File: src/rtl/icb_slave_buffer.sv
// -----------------------------------------------------------------------------
// icb_slave_buffer
// ICB slave front-end. Accepted ICB commands are queued in a first-word-fall-
// through command FIFO whose head drives the downstream request port. Every
// issued request records its read/write type in a tag FIFO. Each downstream
// completion pops one tag and pushes a response (read data zeroed for writes)
// into an in-order response FIFO, whose head drives the ICB response channel.
// An outstanding counter caps accepted-but-unanswered commands at
// MAX_OUTSTANDING. The response FIFO is the same size, so downstream
// completions never need back-pressure.
//
// Ports
//   clk, rst                      clock, asynchronous active-high reset
//   icb_cmd_*                     ICB command channel (slave side)
//   icb_rsp_*                     ICB response channel (slave side)
//   dn_req_*                      downstream request, head of command FIFO
//   dn_rsp_valid/rdata/err        downstream completion pulse, no ready
//   proto_err                     sticky: completion was unexpected or overflowed
// -----------------------------------------------------------------------------
module icb_slave_buffer #(
   parameter int AW              = 32,
   parameter int DW              = 32,
   parameter int CMD_DEPTH       = 4,
   parameter int MAX_OUTSTANDING = 4
) (
   input  logic            clk,
   input  logic            rst,
   input  logic            icb_cmd_valid,
   output logic            icb_cmd_ready,
   input  logic [AW-1:0]   icb_cmd_addr,
   input  logic            icb_cmd_read,
   input  logic [DW-1:0]   icb_cmd_wdata,
   input  logic [DW/8-1:0] icb_cmd_wmask,
   output logic            icb_rsp_valid,
   input  logic            icb_rsp_ready,
   output logic [DW-1:0]   icb_rsp_rdata,
   output logic            icb_rsp_err,
   output logic            dn_req_valid,
   input  logic            dn_req_ready,
   output logic [AW-1:0]   dn_req_addr,
   output logic            dn_req_read,
   output logic [DW-1:0]   dn_req_wdata,
   output logic [DW/8-1:0] dn_req_wmask,
   input  logic            dn_rsp_valid,
   input  logic [DW-1:0]   dn_rsp_rdata,
   input  logic            dn_rsp_err,
   output logic            proto_err
);

   localparam int MW  = DW / 8;
   localparam int CW  = AW + 1 + DW + MW;
   localparam int RW  = DW + 1;
   localparam int CPW = $clog2(CMD_DEPTH);
   localparam int OPW = $clog2(MAX_OUTSTANDING);
   localparam int OCW = OPW + 1;
   localparam logic [CPW:0]   CMD_FULL_CNT = (CPW+1)'(CMD_DEPTH);
   localparam logic [OCW-1:0] OUT_MAX      = OCW'(MAX_OUTSTANDING);

   // Tag and response pointers wrap explicitly so MAX_OUTSTANDING need not be a power of two.
   function automatic logic [OPW-1:0] optr_inc(input logic [OPW-1:0] p);
      if (p == OPW'(MAX_OUTSTANDING - 1)) begin
         optr_inc = {OPW{1'b0}};
      end else begin
         optr_inc = p + OPW'(1);
      end
   endfunction

   logic [CW-1:0]              cmd_mem_q [CMD_DEPTH];
   logic [CW-1:0]              cmd_mem_d [CMD_DEPTH];
   logic [CPW-1:0]             cmd_wr_ptr_q, cmd_wr_ptr_d, cmd_rd_ptr_q, cmd_rd_ptr_d;
   logic [CPW:0]               cmd_cnt_q, cmd_cnt_d;
   logic [MAX_OUTSTANDING-1:0] tag_mem_q, tag_mem_d;
   logic [OPW-1:0]             tag_wr_ptr_q, tag_wr_ptr_d, tag_rd_ptr_q, tag_rd_ptr_d;
   logic [OCW-1:0]             tag_cnt_q, tag_cnt_d;
   logic [RW-1:0]              rsp_mem_q [MAX_OUTSTANDING];
   logic [RW-1:0]              rsp_mem_d [MAX_OUTSTANDING];
   logic [OPW-1:0]             rsp_wr_ptr_q, rsp_wr_ptr_d, rsp_rd_ptr_q, rsp_rd_ptr_d;
   logic [OCW-1:0]             rsp_cnt_q, rsp_cnt_d;
   logic [OCW-1:0]             out_cnt_q, out_cnt_d;
   logic                       ready_en_q, ready_en_d;
   logic                       proto_err_q, proto_err_d;

   logic cmd_empty_s, cmd_full_s, tag_empty_s, rsp_empty_s, rsp_full_s;
   logic cmd_hs_s, dn_hs_s, rsp_hs_s, rsp_push_s, tag_head_s;

   assign cmd_empty_s = (cmd_cnt_q == {(CPW+1){1'b0}});
   assign cmd_full_s  = (cmd_cnt_q == CMD_FULL_CNT);
   assign tag_empty_s = (tag_cnt_q == {OCW{1'b0}});
   assign rsp_empty_s = (rsp_cnt_q == {OCW{1'b0}});
   assign rsp_full_s  = (rsp_cnt_q == OUT_MAX);

   // Ready depends on registered state only, never on icb_cmd_valid.
   assign icb_cmd_ready = ready_en_q && !cmd_full_s && (out_cnt_q < OUT_MAX);
   assign dn_req_valid  = !cmd_empty_s;
   assign icb_rsp_valid = !rsp_empty_s;
   assign proto_err     = proto_err_q;

   assign {dn_req_addr, dn_req_read, dn_req_wdata, dn_req_wmask} = cmd_mem_q[cmd_rd_ptr_q];
   assign {icb_rsp_rdata, icb_rsp_err}                           = rsp_mem_q[rsp_rd_ptr_q];

   assign cmd_hs_s   = icb_cmd_valid && icb_cmd_ready;
   assign dn_hs_s    = dn_req_valid && dn_req_ready;
   assign rsp_hs_s   = icb_rsp_valid && icb_rsp_ready;
   assign tag_head_s = tag_mem_q[tag_rd_ptr_q];
   // A completion is only accepted when it matches an issued request and has room.
   assign rsp_push_s = dn_rsp_valid && !tag_empty_s && !rsp_full_s;

   // Command FIFO next state: push on ICB handshake, pop on downstream handshake.
   always_comb begin
      cmd_mem_d    = cmd_mem_q;
      cmd_wr_ptr_d = cmd_wr_ptr_q;
      cmd_rd_ptr_d = cmd_rd_ptr_q;
      cmd_cnt_d    = cmd_cnt_q;
      if (cmd_hs_s) begin
         cmd_mem_d[cmd_wr_ptr_q] = {icb_cmd_addr, icb_cmd_read, icb_cmd_wdata, icb_cmd_wmask};
         cmd_wr_ptr_d            = cmd_wr_ptr_q + CPW'(1);
      end else begin
         cmd_wr_ptr_d = cmd_wr_ptr_q;
      end
      if (dn_hs_s) begin
         cmd_rd_ptr_d = cmd_rd_ptr_q + CPW'(1);
      end else begin
         cmd_rd_ptr_d = cmd_rd_ptr_q;
      end
      case ({cmd_hs_s, dn_hs_s})
         2'b10:   cmd_cnt_d = cmd_cnt_q + (CPW+1)'(1);
         2'b01:   cmd_cnt_d = cmd_cnt_q - (CPW+1)'(1);
         default: cmd_cnt_d = cmd_cnt_q;
      endcase
   end

   // Tag FIFO next state: remembers read/write of each issued request in order.
   always_comb begin
      tag_mem_d    = tag_mem_q;
      tag_wr_ptr_d = tag_wr_ptr_q;
      tag_rd_ptr_d = tag_rd_ptr_q;
      tag_cnt_d    = tag_cnt_q;
      if (dn_hs_s) begin
         tag_mem_d[tag_wr_ptr_q] = dn_req_read;
         tag_wr_ptr_d            = optr_inc(tag_wr_ptr_q);
      end else begin
         tag_wr_ptr_d = tag_wr_ptr_q;
      end
      if (rsp_push_s) begin
         tag_rd_ptr_d = optr_inc(tag_rd_ptr_q);
      end else begin
         tag_rd_ptr_d = tag_rd_ptr_q;
      end
      case ({dn_hs_s, rsp_push_s})
         2'b10:   tag_cnt_d = tag_cnt_q + OCW'(1);
         2'b01:   tag_cnt_d = tag_cnt_q - OCW'(1);
         default: tag_cnt_d = tag_cnt_q;
      endcase
   end

   // Response FIFO next state: write responses carry zero read data.
   always_comb begin
      rsp_mem_d    = rsp_mem_q;
      rsp_wr_ptr_d = rsp_wr_ptr_q;
      rsp_rd_ptr_d = rsp_rd_ptr_q;
      rsp_cnt_d    = rsp_cnt_q;
      if (rsp_push_s) begin
         rsp_mem_d[rsp_wr_ptr_q] = {(tag_head_s ? dn_rsp_rdata : {DW{1'b0}}), dn_rsp_err};
         rsp_wr_ptr_d            = optr_inc(rsp_wr_ptr_q);
      end else begin
         rsp_wr_ptr_d = rsp_wr_ptr_q;
      end
      if (rsp_hs_s) begin
         rsp_rd_ptr_d = optr_inc(rsp_rd_ptr_q);
      end else begin
         rsp_rd_ptr_d = rsp_rd_ptr_q;
      end
      case ({rsp_push_s, rsp_hs_s})
         2'b10:   rsp_cnt_d = rsp_cnt_q + OCW'(1);
         2'b01:   rsp_cnt_d = rsp_cnt_q - OCW'(1);
         default: rsp_cnt_d = rsp_cnt_q;
      endcase
   end

   // Outstanding counter, ready enable and sticky protocol error.
   always_comb begin
      ready_en_d  = 1'b1;
      proto_err_d = proto_err_q | (dn_rsp_valid & ~rsp_push_s);
      case ({cmd_hs_s, rsp_hs_s})
         2'b10:   out_cnt_d = out_cnt_q + OCW'(1);
         2'b01:   out_cnt_d = out_cnt_q - OCW'(1);
         default: out_cnt_d = out_cnt_q;
      endcase
   end

   // State registers; reset clears storage so payload outputs read as zero.
   always_ff @(posedge clk or posedge rst) begin
      if (rst) begin
         for (int i = 0; i < CMD_DEPTH; i++) begin
            cmd_mem_q[i] <= {CW{1'b0}};
         end
         for (int i = 0; i < MAX_OUTSTANDING; i++) begin
            rsp_mem_q[i] <= {RW{1'b0}};
         end
         cmd_wr_ptr_q <= {CPW{1'b0}};
         cmd_rd_ptr_q <= {CPW{1'b0}};
         cmd_cnt_q    <= {(CPW+1){1'b0}};
         tag_mem_q    <= {MAX_OUTSTANDING{1'b0}};
         tag_wr_ptr_q <= {OPW{1'b0}};
         tag_rd_ptr_q <= {OPW{1'b0}};
         tag_cnt_q    <= {OCW{1'b0}};
         rsp_wr_ptr_q <= {OPW{1'b0}};
         rsp_rd_ptr_q <= {OPW{1'b0}};
         rsp_cnt_q    <= {OCW{1'b0}};
         out_cnt_q    <= {OCW{1'b0}};
         ready_en_q   <= 1'b0;
         proto_err_q  <= 1'b0;
      end else begin
         cmd_mem_q    <= cmd_mem_d;
         rsp_mem_q    <= rsp_mem_d;
         cmd_wr_ptr_q <= cmd_wr_ptr_d;
         cmd_rd_ptr_q <= cmd_rd_ptr_d;
         cmd_cnt_q    <= cmd_cnt_d;
         tag_mem_q    <= tag_mem_d;
         tag_wr_ptr_q <= tag_wr_ptr_d;
         tag_rd_ptr_q <= tag_rd_ptr_d;
         tag_cnt_q    <= tag_cnt_d;
         rsp_wr_ptr_q <= rsp_wr_ptr_d;
         rsp_rd_ptr_q <= rsp_rd_ptr_d;
         rsp_cnt_q    <= rsp_cnt_d;
         out_cnt_q    <= out_cnt_d;
         ready_en_q   <= ready_en_d;
         proto_err_q  <= proto_err_d;
      end
   end

endmodule
File: config.mk
export PLATFORM = sky130hd
export DESIGN_NAME = icb_slave_buffer
export DESIGN_NICKNAME = d
export VERILOG_FILES = /design/src/rtl/icb_slave_buffer.sv
export SDC_FILE = /design/constraint.sdc
export NUM_CORES = 1
export LEC_CHECK = 0
export BUFFER_PORTS_ARGS = -buffer_cell sky130_fd_sc_hd__buf_2
export CORE_ASPECT_RATIO = 2
export CORE_MARGIN = 2
export CORE_UTILIZATION = 43
export DETAILED_ROUTE_END_ITERATION = 10
export PLACE_DENSITY = 0.59
export SLEW_MARGIN = 5
export SYNTH_ARGS = -nofsm -noshare
export SYNTH_HDL_FRONTEND = slang
export SYNTH_SLANG_ARGS = --single-unit
export TNS_END_PERCENT = 100
File: constraint.sdc
create_clock -name clk -period 18.25 [get_ports clk]
set_clock_uncertainty 0.1 [all_clocks]
set_input_delay 1.825 -clock clk [delete_from_list [all_inputs] [get_ports clk]]
set_output_delay 1.825 -clock clk [all_outputs]
set_load 0.005 [all_outputs]
Word-level counts from Yosys, hierarchy flattened
Cells that the tools add are included.
W data, S select, Z words.
- add/sub/neg operators: 14
- order comparisons: 10
- equality and inequality tests: 14
- muxes and demuxes: 26
- bitwise operators: 7
- reduce and logical (&&, ||, !) cells: 22
- operators by type and width (kind ; count):
    $bwmux W276 ; 1
    $mux W69 ; 3
    $bmux W69 S2 ; 1
    $demux W69 S2 ; 1
    $bwmux W132 ; 1
    $mux W33 ; 3
    $bmux W33 S2 ; 1
    $demux W33 S2 ; 1
    $mux W32 ; 1
    $pmux W3 S2 ; 4
    $eq A2 B2 Y1 const B ; 8
    $add A2 B1 Y2 const B ; 6
    $add A3 B1 Y3 const B ; 4
    $ge A3 B3 Y1 const B ; 4
    $not A2 Y3 ; 4
    $sub A3 B1 Y3 const B ; 4
    $logic_and A1 B1 Y1 ; 10
    $logic_not A3 Y1 ; 3
    $eq A2 B1 Y1 const B ; 4
    $mux W2 ; 4
    $reduce_bool A2 Y1 ; 4
    $eq A3 B3 Y1 const B ; 2
    $lt A2 B3 Y1 const B ; 2
    $lt A3 B1 Y1 const B ; 2
    other kinds (10) ; 15
- flip-flop bits (word level): 438
- input bits: 108
- logic and storage cells: 114

Logic depth before layout (Yosys ltp)
- depth after elaboration: 7
- gate-level depth with buffers: 10
- mapped depth without buffers: 9

Least setup slack after synthesis
No wires, ideal clock.
- kind: in2reg
- start point: input port dn_req_ready
- end point: register cmd_cnt_q[2]
- arrival: 3.271 ns
- required time: 18.071 ns
- path slack: 14.800 ns
- stages on the path: 8
- cell sequence: o31a_1 > clkbuf_1 > ha_1 > inv_1 > fa_1 > xor2_1 > nor2_1 > xor2_1
- word-level cells in the longest chain between the ends: 3
- elaborated cells between the ends (all ways): 5
- classes of those cells: 2 x eq/ne; 1 x mux; 2 x reduce/logical
- ends and longest elaborated chain (what ; RTL line ; source):
    start, declared ; 39 ; input logic dn_req_ready,
    $logic_and A1 B1 Y1 * ; 102 ; assign dn_hs_s = dn_req_valid && dn_req_ready;
    named net dn_hs_s ; 84 ; logic cmd_hs_s, dn_hs_s, rsp_hs_s, rsp_push_s, tag_head_s;
    $eq A2 B1 Y1 or $eq A2 B2 Y1 (tied branches) ; 125 ; case ({cmd_hs_s, dn_hs_s})
    $pmux W3 S2 or $reduce_bool A2 Y1 (tied branches) ; - ;
    end signal, assigned ; 202 ; cmd_cnt_q <= {(CPW+1){1'b0}};
    end signal, assigned ; 218 ; cmd_cnt_q <= cmd_cnt_d;
    end, declared ; 71 ; logic [CPW:0] cmd_cnt_q, cmd_cnt_d;
Mark *: on every way through the listed nets, which the timed path passes. The rest lies on a longest branch.
A chain may end at the register's enable or synchronous reset.

Worst setup path after layout
- start point: register cmd_rd_ptr_q[0]
- end point: output port dn_req_addr[11]
- word-level cells in the longest chain between the ends: 4
- ends and longest elaborated chain (what ; RTL line ; source):
    start, declared ; 70 ; logic [CPW-1:0] cmd_wr_ptr_q, cmd_wr_ptr_d, cmd_rd_ptr_q, cmd_rd_ptr_d;
    start signal, assigned ; 201 ; cmd_rd_ptr_q <= {CPW{1'b0}};
    start signal, assigned ; 217 ; cmd_rd_ptr_q <= cmd_rd_ptr_d;
    $not A2 Y3 (not written as such) ; 98 ; assign {dn_req_addr, dn_req_read, dn_req_wdata, dn_req_wmask} = cmd_mem_q[cmd_rd_ptr_q];
    $bmux W69 S2 ; 98 ;
    $mux W69 (not written as such) (2 in a row) ; 98 ;
    end, declared ; 40 ; output logic [AW-1:0] dn_req_addr,
Every way passes these cells. The select of a mux whose other input is x is not followed.

==> impl_metrics.toml <==
[cts]
cts_setup_buffers = 0
cts_tree = "built"
htreeDepth = 2
clk_pin_slew_ns = 0.06
cts_resized = 0
hold_buffers = 0
cts_max_path_buffers = 3
root_buffer = "clkbuf_16"
cts_sinks = 438
cts_buffers = 43
clk_latency_ns = 0.55

[yosys]
synth-xor-area-share_pct = 0.6654
synth-simple-area-share_pct = 2.940
synth_cells = 1244
synth_compound_area_share_pct = 1.134
yosysWarnings = 0
synthesis.area_um2 = 19750
ys_seq_elements = 438
ys_seq_area_share_pct = 55.51
synth_area_leader_cell = "dfrtp_1"
synthMuxAreaShare_pct = 35.84
synth_top_family_by_area = "multiplexers"
syn_avg_cell_area_um2 = 15.87
synth_top_area_share_pct = 55.51
ys_top_cells_by_area = "dfrtp_1 56%, mux2_2 24%, mux4_2 12%, buf_2 1.2%, ha_1 1.1%"
synthAdderAreaFrac_pct = 1.546
synth_cell_types = 25
syn_nets = 1374

[global_routing]
antenna_found_initial = 8
first_global_vias = 12640
grt_pass1_wl_um = 72440
grt-ovfl-total = 0
grt.total_usage_pct = 19.31
grt_max_degree = 104

[placed_design]
gp_congestion = 0.7558
place_hpwl_um = 28230
portBuffers = 213
dp_cells = 1966

[die]
core_area_um2 = 45550
die_area_um2 = 47750
rows = 111
start_util_pct = 43.34
chipHeight_um = 307.0
dieWidth_um = 155.5
pin_count = 214

[timing]
tns_ns = 0
worst_pin_slew_ns = 1.129
hold_viol = 0
max_slew_margin_pct = 24.75
clock.fmax_ghz = 0.2020
rsz0062_at_grt = "no"
drv_slew = 0
min_period_over_period_pct = 27.13
setup_viol = 0
period_minus_slack_ns = 4.951

[critical_path]
cp_data_arrival_time_ns = 3.03
reg2reg_depth = 9
crit_fanout = 49
crit_type = "register to output pin"
start_kind = "register"
r2r-start = "tag_cnt_q[0]$_DFFE_PP0P_"
r2r-end = "rsp_cnt_q[2]$_DFFE_PP0P_"
worstPathRequired_ns = 16.32
end_kind = "output pin"
max_stage_delay_ns = 0.89
cp_cell_sequence = "buf_4 -> mux4_2 -> buf_2"
cp_slowest_cell = "buf_4"
timing.reg2reg.setup_slack_ns = 15.57

[route]
drt-initial-drc-count = 476
drc = 0
wl_um = 45150
drtAntennaViolNets = 0
wire_per_inst_um = 22.09
firstDrtPassIters = 4
via_count = 11260
viasPerCell = 5.509

[finish]
n_fill_cell = 3838
final_nets = 1576
final_cell_count_no_fill = 2044
syn2layout_area_growth_pct = 15.46
drive_gt1_share_pct = 56.47

[hold_path]
min_from = "out_cnt_q[2]$_DFFE_PP0P_"
min_to = "out_cnt_q[2]$_DFFE_PP0P_"
hold_class = "register to register"
min_path_cells = 1

[power_and_ir_drop]
p_per_area_nw_per_um2 = 183.8
leakage_nw = 10.30
ir_drop_uv = 105.7

[outcome]
outcome = "completed"

[job]
drv_cap = 0
## worst max-delay path, delay by kind of cell (launching register included)
kind	cells	cell delay (ns)
buffers and inverters	2	1.04
DFF	1	0.73
muxes	1	0.65
## final cells by class
cell class	instances	area [um^2]	area share, %
tap	565	706.9	3.101
clock buffer	66	1254	5.499
antenna	2	5.005	0.02195
clock inverter	10	143.9	0.6311
sequential	438	10970	48.12
timing repair buffer	236	1239	5.433
inverter	20	82.58	0.3622
multi-input combinational	707	8397	36.83
## cell usage in the layout, fill, tap and decap left out, types with 9 or more instances in the layout
cell / count
clkbuf_16: 44
buf_2: 213
nand2b_1: 34
buf_4: 23
mux4_2: 102
ha_1: 18
o22ai_1: 32
nand2_1: 48
dfrtp_1: 434
nor2_1: 9
inv_1: 19
mux2_2: 416
clkbuf_1: 15
## cells in the mapped netlist
cell and number:
dfrtp_1 438, mux2_2 416, mux4_2 102, buf_2 49
nand2_1 48, nand2b_1 34, o22ai_1 32, clkbuf_1 22
inv_1 20, ha_1 18, nor2_1 9, nor3_2 9
buf_4 8, xor2_1 8, xnor2_1 7, mux2i_1 5
fa_1 4, mux2_1 4, o21ai_0 3, nor3b_2 2
or3_1 2, conb_1 1, nor3b_1 1, nor3b_4 1
o31a_1 1
## state kept, by name (all words and copies together), names as in the netlist
name and flops:
tag_mem_q 4, rsp_wr_ptr_q 2, cmd_rd_ptr_q 2, tag_cnt_q 3, proto_err 1, cmd_mem_q 276, tag_wr_ptr_q 2, ready_en_q 1
cmd_wr_ptr_q 2, out_cnt_q 3, cmd_cnt_q 3, tag_rd_ptr_q 2, rsp_rd_ptr_q 2, rsp_mem_q 132, rsp_cnt_q 3
## cell families after synthesis
| family | Yosys count |
|---|---|
| compound gates | 36 |
| xor+xnor | 15 |
| fa+ha+maj | 22 |
| buf+inv | 99 |
| flops | 438 |
| mux | 527 |
| other cells | 1 |
| simple gates | 106 |
## stage by stage
| stage | total power (W) | setup slack (ns) | util (%) | hold WS, ns | area, um^2 |
|---|---|---|---|---|---|
| after floorplan | 0.002774 | 4.123 | - | 0.3332 | 19750 |
| final | 0.004190 | 13.30 | 50.05 | 0.3618 | 22800 |
| after global routing | 0.004465 | 13.01 | 50.04 | 0.3810 | 22800 |
| after detailed placement | 0.003342 | 13.71 | 46.97 | 0.3545 | 21400 |
| after CTS | 0.004258 | 13.14 | 50.04 | 0.3671 | 22790 |
| after global placement | 0.003269 | 13.78 | 46.97 | 0.3550 | 21400 |
## worst max path at each step
stage | from | to | slack, ns
after floorplan | rst | cmd_cnt_q[0]$_DFFE_PP0P_ | 4.12
after global placement | cmd_rd_ptr_q[0]$_DFFE_PP0P_ | dn_req_addr[11] | 13.78
after detailed placement | rst | cmd_mem_q[133]$_DFFE_PP0P_ | 13.71
after CTS | cmd_rd_ptr_q[0]$_DFFE_PP0P_ | dn_req_addr[11] | 13.14
after global routing | cmd_rd_ptr_q[0]$_DFFE_PP0P_ | dn_req_addr[21] | 13.01
final | cmd_rd_ptr_q[0]$_DFFE_PP0P_ | dn_req_addr[11] | 13.30
## where the power goes
group | internal [W] | switching, W
combinational | 0.000927 | 0.000663
clock | 0.000516 | 0.000372
sequential | 0.00142 | 0.000294
total | 0.00286 | 0.00133
## per-layer routing
layer / up-vias / track usage (%) / wire (um) / part of all wire (%)
met1: 5947 / 24.43 / 18780 / 42
met4: 10 / 5.483 / 1054 / 2.3
met5: - / 0 / 66 / 0.15
met2: 262 / 33.46 / 22950 / 51
met3: 71 / 4.073 / 2295 / 5.1
li1: 4971 / - / - / -
(Power assumes the default switching activity.)
